[src/rtl/voice_request_encoder.sv]
// Sticky 8-voice request collector with round-robin encode to a 3-bit index over valid/ready.
// Define FIXED_PRIORITY_EN to freeze the round-robin pointer at 0 (lowest index wins).
module voice_request_encoder #(
    parameter int CNT_W = 8
) (
    input  logic             clk,
    input  logic             rst_n,
    input  logic [7:0]       req,
    output logic [2:0]       sel,
    output logic             sel_valid,
    input  logic             sel_ready,
    output logic [7:0]       pending,
    output logic [CNT_W-1:0] drop_cnt
);

    typedef enum logic {
        IDLE,
        OFFER
    } state_t;

    state_t           state, state_nxt;
    logic [2:0]       rr_ptr, rr_nxt;
    logic [2:0]       sel_nxt;
    logic             sel_valid_nxt;
    logic [2:0]       pick;
    logic [2:0]       idx;
    logic             acc;
    logic [7:0]       am;
    logic [7:0]       avail;
    logic [7:0]       coal;
    logic [3:0]       coal_cnt;
    logic [CNT_W+3:0] drop_sum;
    logic [CNT_W-1:0] drop_nxt;

    assign acc   = sel_valid & sel_ready;
    assign am    = acc ? (8'b1 << sel) : 8'b0;
    assign avail = pending & ~am;
    assign coal  = req & avail;

    // Descending scan so the smallest offset from rr_ptr is the one that sticks.
    always_comb begin
        pick = '0;
        idx  = '0;
        for (int k = 7; k >= 0; k--) begin
            idx = rr_ptr + 3'(k);
            if (avail[idx]) pick = idx;
        end
    end

    always_comb begin
        coal_cnt = '0;
        for (int i = 0; i < 8; i++) coal_cnt = coal_cnt + {3'b0, coal[i]};
        drop_sum = {4'b0, drop_cnt} + {{CNT_W{1'b0}}, coal_cnt};
        if (drop_sum > {4'b0, {CNT_W{1'b1}}}) drop_nxt = '1;
        else                                  drop_nxt = drop_sum[CNT_W-1:0];
    end

    always_comb begin
        state_nxt     = state;
        sel_nxt       = sel;
        sel_valid_nxt = sel_valid;
        rr_nxt        = rr_ptr;
        case (state)
            IDLE: begin
                if (pending != 8'b0) begin
                    sel_nxt       = pick;
                    sel_valid_nxt = 1'b1;
                    state_nxt     = OFFER;
                end
            end
            OFFER: begin
                if (acc) begin
`ifndef FIXED_PRIORITY_EN
                    rr_nxt = sel + 3'd1;
`endif
                    if (avail != 8'b0) begin
                        sel_nxt = pick;
                    end else begin
                        sel_valid_nxt = 1'b0;
                        state_nxt     = IDLE;
                    end
                end
            end
            default: begin
                state_nxt     = IDLE;
                sel_valid_nxt = 1'b0;
            end
        endcase
    end

    // A new request on the bit being accepted this edge re-arms it.
    always_ff @(posedge clk or negedge rst_n) begin
        if (!rst_n) begin
            state     <= IDLE;
            sel       <= '0;
            sel_valid <= 1'b0;
            rr_ptr    <= '0;
            pending   <= '0;
            drop_cnt  <= '0;
        end else begin
            state     <= state_nxt;
            sel       <= sel_nxt;
            sel_valid <= sel_valid_nxt;
            rr_ptr    <= rr_nxt;
            pending   <= avail | req;
            drop_cnt  <= drop_nxt;
        end
    end

endmodule
[config.mk]
export PLATFORM = sky130hd
export DESIGN_NAME = voice_request_encoder
export DESIGN_NICKNAME = d
export VERILOG_FILES = /design/src/rtl/voice_request_encoder.sv
export SDC_FILE = /design/constraint.sdc
export NUM_CORES = 1
export LEC_CHECK = 0
export ABC_CLOCK_PERIOD_IN_PS = 10800
export CORE_ASPECT_RATIO = 1.5
export CORE_MARGIN = 4
export CORE_UTILIZATION = 50
export DETAILED_ROUTE_END_ITERATION = 6
export DONT_BUFFER_PORTS = 1
export HOLD_SLACK_MARGIN = 0.08
export SLEW_MARGIN = 20
export SYNTH_ARGS = -nofsm -noshare
export SYNTH_HDL_FRONTEND = slang
export SYNTH_SLANG_ARGS = --single-unit
[constraint.sdc]
create_clock -name clk -period 10.8 [get_ports clk]
set_clock_uncertainty 0.2 [all_clocks]
set_input_delay 1.08 -clock clk [delete_from_list [all_inputs] [get_ports clk]]
set_output_delay 1.08 -clock clk [all_outputs]
set_load 0.05 [all_outputs]
==> results of run 1 <==
[kinds of logic after synthesis]
kind of cell / count (synthesis) / share of synthesized area (%)
buffers and inverters: 34 / 6.87
XOR/XNOR: 5 / 2.10
multiplexers: 14 / 8.51
AND/OR/NAND/NOR: 108 / 24.2
adder cells (fa/ha/maj): 19 / 11.3
flip-flops: 24 / 24.6
AO/OA/AOI/OAI: 75 / 22.5
[state kept, by name, summed over array words and instances, names as in the netlist]
name and flops:
pending 8, drop_cnt 8, rr_ptr 3, state 1, sel_valid 1, sel 3
[through the flow]
step | setup slack, ns | instances | hold WS [ns]
finish | 5.91 | 334 | 0.299
global route | 5.54 | 334 | 0.279
CTS | 5.93 | 334 | 0.290
detailed placement | 5.93 | 330 | 0.311
global placement | 5.98 | 330 | 0.314
floorplan | 5.93 | 279 | 0.281
[final timing paths]
check	slack, ns	depth (start not counted)	endpoint
setup / recovery	5.91	16	drop_cnt[6]
hold / removal	0.30	0	drop_cnt[0]
setup reg to reg	5.91	16	drop_cnt[6]
hold reg to reg	0.34	1	sel_valid
max in group asynchronous	10.02	0	pending[3]
min in group clk	0.34	1	sel_valid
[worst reg2reg max path: cells and delay by family (launching register included)]
kind | cells | cell delay, ns
adder cells (fa/ha/maj) | 5 | 2.14
buffers and inverters | 3 | 0.15
AO/OA/AOI/OAI | 2 | 0.15
AND/OR/NAND/NOR | 6 | 1.14
flip-flops | 1 | 1.00
[metal layers]
layer | global-route usage [%] | part of all wire [%]
met5 | 0 | 0
met4 | 12.1 | 3.9
met2 | 39.5 | 51
met3 | 5.17 | 7.1
met1 | 29.6 | 38
[area by class of cell]
cell class | instances | area, um^2 | area share (%)
tap | 64 | 80.1 | 3.19
clock inverter | 1 | 30.0 | 1.20
sequential | 24 | 601 | 24.0
multi-input combinational | 221 | 1670 | 66.7
timing repair buffer | 1 | 7.51 | 0.299
clock buffer | 3 | 41.3 | 1.65
inverter | 20 | 75.1 | 2.99
[placed cells by master (no fill, tap or decap), types with 3 or more instances in the layout]
| cell type | synthesis | final |
|---|---|---|
| a21oi_1 | 10 | 10 |
| o2111ai_1 | 3 | 3 |
| ha_1 | 14 | 14 |
| mux2_2 | 3 | 3 |
| o221ai_1 | 4 | 4 |
| dfrtp_1 | 24 | 24 |
| a211oi_1 | 3 | 3 |
| and4b_1 | 3 | 3 |
| nor2_1 | 14 | 14 |
| and4_1 | 3 | 3 |
| a32oi_1 | 3 | 3 |
| clkbuf_8 | 0 | 3 |
| nor2b_1 | 7 | 7 |
| o32ai_1 | 6 | 6 |
| nand2_1 | 29 | 29 |
| nor3_1 | 4 | 4 |
| nand4_1 | 5 | 5 |
| o22ai_1 | 7 | 7 |
| and3_1 | 9 | 9 |
| nand3_1 | 10 | 10 |
| mux2i_1 | 5 | 5 |
| mux4_2 | 5 | 5 |
| fa_1 | 5 | 5 |
| inv_1 | 19 | 19 |
| o21ai_0 | 12 | 12 |
| nand2b_1 | 14 | 14 |
==> out/qor.txt, run 1 <==
status - complete, no violations
setup tns final - 0 ns
number of global-route vias before repair - 2,108
HP Class - in2async
row cnt - 30
Rel. slew slack - 34.4%
syn_area_per_cell - 8.75 um^2
slowest cell delay on critical path - 1.00 ns
core area - 4620 um^2
1st-iter DRT viols - 153
Fmax achieved - 204 MHz
CTS root buf - clkbuf_8
I/O pin cnt - 31
CTS Buf Count - 3
GRT Util Overall - 24.1%
depth of the CTS H-tree - 1
FFs w/ async S/R, synth - 100%
Filler cells - 474
first-pass GRT wire length - 11.2 mm
# nets final - 301
initial antenna violation count - 0
Layout area overhead - 2.72%
Chip Height - 93.6 um
Tcrit/Tclk final - 45.3%
top cells by area, synth - dfrtp_1 (25%), ha_1 (7.2%), mux4_2 (4.6%)
Worst R2R Start - sel_valid
synthesized flop and latch total - 24
# DRC - 0
beginning of the critical path - sel_valid
Reg clk slew, reported paths - 0.09 ns
ordered cell list for the critical path - nand4b_1 > and3_1 > fa_1 > inv_1 > fa_1 > inv_1 > fa_1 > fa_1 > inv_1 > fa_1 > nor2b_1 > o21ai_0 > nand2b_1 > nand3_1 > nor3_1 > a21oi_1
top post-synthesis cells by count - nand2_1 (29), dfrtp_1 (24), inv_1 (19)
CP Max Fanout - 21
# hold bufs at CTS - 0
Final Cell Area - 2510 um^2
Crit Path Category - reg2reg
Post-Route WL - 6.85 mm
clock tree sinks - 24
final setup vio count - 0
grt total ovfl - 0
drt wl/cell - 20.5 um
CP Data Arrival Time - 4.85 ns
max-slew violation count - 0
minimum clock period - 4.89 ns
Slowest-stage cell, CP - dfrtp_1
measured slew at the worst slew-check pin - 0.984 ns
number of flops mapped to enable cells by yosys - 0
most frequent CP cell - fa_1
Buf/Inv on CP - 3
utilization after layout - 54.3%
Detail Route Antenna Nets - 0
Cell Area, Placed - 2440 um^2
total die area - 6090 um^2
Synth top area share - 24.6%
CTS Buffer Depth - 2
Post CTS Setup Buffer Count - 0
TritonCTS clock tree - done
diode count - 0
Initial Util - 52.9%
First-pass DRT Iterations - 5
unique cell type count in the Yosys netlist - 63
DR vias/cell - 6.71
via count - 2,241
main flop type after synthesis - dfrtp_1
Ys Warns - 0
layout cells sized above 1 - 6.30%
DP Wirelength - 5.39 mm
post_cts resized - 0
Final Hold Vio Count - 0
routability cong. - 0.913
sequential area share after synthesis - 24.6%
area leader, netlist - dfrtp_1
most frequent cell after synthesis - nand2_1
later-pin clock latency in the skew report - 0.27 ns
RSZ-0062 raised after global routing - false
Req. time, crit path - 10.76 ns
startpoint types - flop
CP endpoint kind - flop
Die W - 65.1 um
cells after synthesis - 279
syn nets - 309
largest net degree at the start of global routing - 29
CP top delay family - adder cells
Mapped Area - 2440 um^2
I/O Buffers - 0
reported max-cap violation count - 0
Power of run 1 is not shown: default switching activity piles up to over one toggle a cycle in this logic, so the estimate is an artifact.
==> run 2: changes to the inputs <==
--- a/config.mk
+++ b/config.mk
@@ -5,13 +5,14 @@
 export SDC_FILE = /design/constraint.sdc
 export NUM_CORES = 1
 export LEC_CHECK = 0
-export ABC_CLOCK_PERIOD_IN_PS = 10800
+export ABC_CLOCK_PERIOD_IN_PS = 4400
 export CORE_ASPECT_RATIO = 1.5
 export CORE_MARGIN = 4
 export CORE_UTILIZATION = 50
 export DETAILED_ROUTE_END_ITERATION = 6
 export DONT_BUFFER_PORTS = 1
 export HOLD_SLACK_MARGIN = 0.08
+export PLACE_DENSITY = 0.68
 export SLEW_MARGIN = 20
 export SYNTH_ARGS = -nofsm -noshare
 export SYNTH_HDL_FRONTEND = slang
==> constraint.sdc (replaced) <==
create_clock -name clk -period 4.4 [get_ports clk]
set_clock_uncertainty 0.2 [all_clocks]
set_input_delay 0.44 -clock clk [delete_from_list [all_inputs] [get_ports clk]]
set_output_delay 0.44 -clock clk [all_outputs]
set_load 0.05 [all_outputs]
==> run 2 against run 1 <==
  * Final cell count up 8.4%
  * Register-to-register slack worse by 5.7 ns
  * Critical path type unchanged
  * Critical path depth up 2
  * Sequential share of layout area decreased by 2.4 points
  * Largest cell class unchanged
  * Setup slack worse by 5.7 ns
  * Maximum frequency rose by 16%
  * Die area is the same
  * Final area grew 12%
==> out/qor.txt, run 2 (synthesis results as in run 1) <==
Initial Util - 52.9%
initial antenna violation count - 0
reported max-cap violation count - 0
routability cong. - 0.965
beginning of the critical path - sel[0]
# DRC - 0
Fmax achieved - 237 MHz
via count - 2,424
CTS Buffer Depth - 2
I/O pin cnt - 31
First-pass DRT Iterations - 5
placed insts - 344
Detail Route Antenna Nets - 0
core area - 4620 um^2
row cnt - 30
TritonCTS clock tree - done
Worst Hold Launch - req[4]
clock tree sinks - 24
layout cells sized above 1 - 17.8%
Crit Path Category - reg2reg
HP Class - in2reg
Req. time, crit path - 4.37 ns
first-pass GRT wire length - 11.9 mm
Final Hold Vio Count - 0
# nets final - 329
CP endpoint kind - flop
total die area - 6090 um^2
status - complete, no violations
Largest regs - drop_cnt: 8 flops, pending: 8 flops
CP Data Arrival Time - 4.19 ns
drt wl/cell - 20.3 um
I/O Buffers - 0
GRT Util Overall - 25.2%
number of global-route vias before repair - 2,339
DR vias/cell - 6.70
diode count - 0
Rel. slew slack - 49.3%
1st-iter DRT viols - 165
Reg clk slew, reported paths - 0.09 ns
Die W - 65.1 um
CTS root buf - clkbuf_8
later-pin clock latency in the skew report - 0.27 ns
Layout area overhead - 15.1%
Post-Route WL - 7.34 mm
most common cell after layout, fill and taps aside - nand2_1
final setup vio count - 0
CP Max Fanout - 4
max-slew violation count - 0
most frequent cells in the layout - nand2_1 (29), dfrtp_1 (20), buf_4 (20)
measured slew at the worst slew-check pin - 0.761 ns
DP Wirelength - 5.53 mm
startpoint types - flop
Worst R2R Start - sel[0]
grt total ovfl - 0
CTS Buf Count - 3
minimum clock period - 4.22 ns
Tcrit/Tclk final - 96.0%
largest net degree at the start of global routing - 28
non-filler cells, final - 362
Chip Height - 93.6 um
depth of the CTS H-tree - 1
run 2: cell types whose count changed in the layout (fill, tap and decap cells not counted), moves of 4 or more:
cell           previous run  this run
dfrtp_1                  24        20
dfrtp_2                   0         4
buf_4                     1        20
dlygate4sd3_1             0         8
run 2: final cells by class:
cell class / count / area (um^2)
well taps: 64 / 80.1
multi-input cells: 221 / 1740
fillers: 407 / 1810
clock inverters: 1 / 30.0
inverters: 20 / 77.6
flip-flops and latches: 24 / 606
clock buffers: 3 / 41.3
repair buffers: 29 / 235
run 2: timing repair:
action / in CTS / in global routing
pin swaps: 0 / 8
hold buffers: 8 / 1
endpoints found under the hold margin: 31 / 24
buffers inserted: 2 / 3
cloned: 0 / 0
gates resized for setup: 0 / 16
setup endpoints to repair: 2 / 8
run 2: metrics by stage:
step                      TNS [ns]  hold WS [ns]  utilization, %  worst slack (ns)  instance area [um^2]
final                            0        0.0934            60.8             0.177                  2810
after detailed placement         0       -0.0552            55.1          0.000889                  2550
after global placement           0       -0.0551            55.1            0.0424                  2550
after global routing       -0.0112         0.101            60.8           -0.0112                  2810
after floorplan                  0       -0.0556               -            0.0192                  2450
after CTS                        0        0.0983            58.8            0.0130                  2710
run 2: layer usage:
metal  routed length (um)  share of wire (%)  up-vias  track usage (%)
li1                     -                  -     1095                -
met1                 2570                 35     1178             28.2
met2                 3790                 52      109             44.7
met3                  517                7.0       42             4.33
met4                  457                6.2        0             13.7
met5                    0                  0        -                0
run 2: worst max-delay path, cell delays in order, from the launching register on:
cell,delay [ns]
dfrtp_2,0.43
inv_4,0.08
ha_4,0.14
nand4b_1,0.13
and3_4,0.18
fa_1,0.47
inv_1,0.06
fa_1,0.53
inv_1,0.05
fa_1,0.49
fa_2,0.20
inv_1,0.06
fa_2,0.36
nor2b_2,0.13
o21ai_0,0.08
nand2b_1,0.18
nand3_2,0.11
nor3_2,0.18
a21oi_1,0.06
run 2: path summary, 6_finish.rpt:
path | to | slack [ns] | cells past startpoint
worst min-delay path | pending[4] | 0.09 | 1
max in group asynchronous | sel_valid | 3.07 | 2
worst max-delay path | drop_cnt[6] | 0.18 | 18
min in group asynchronous | sel[2] | 0.52 | 2
worst max register to register | drop_cnt[6] | 0.18 | 18
worst min register to register | sel_valid | 0.34 | 1
Power of run 2 is left out for the same reason.
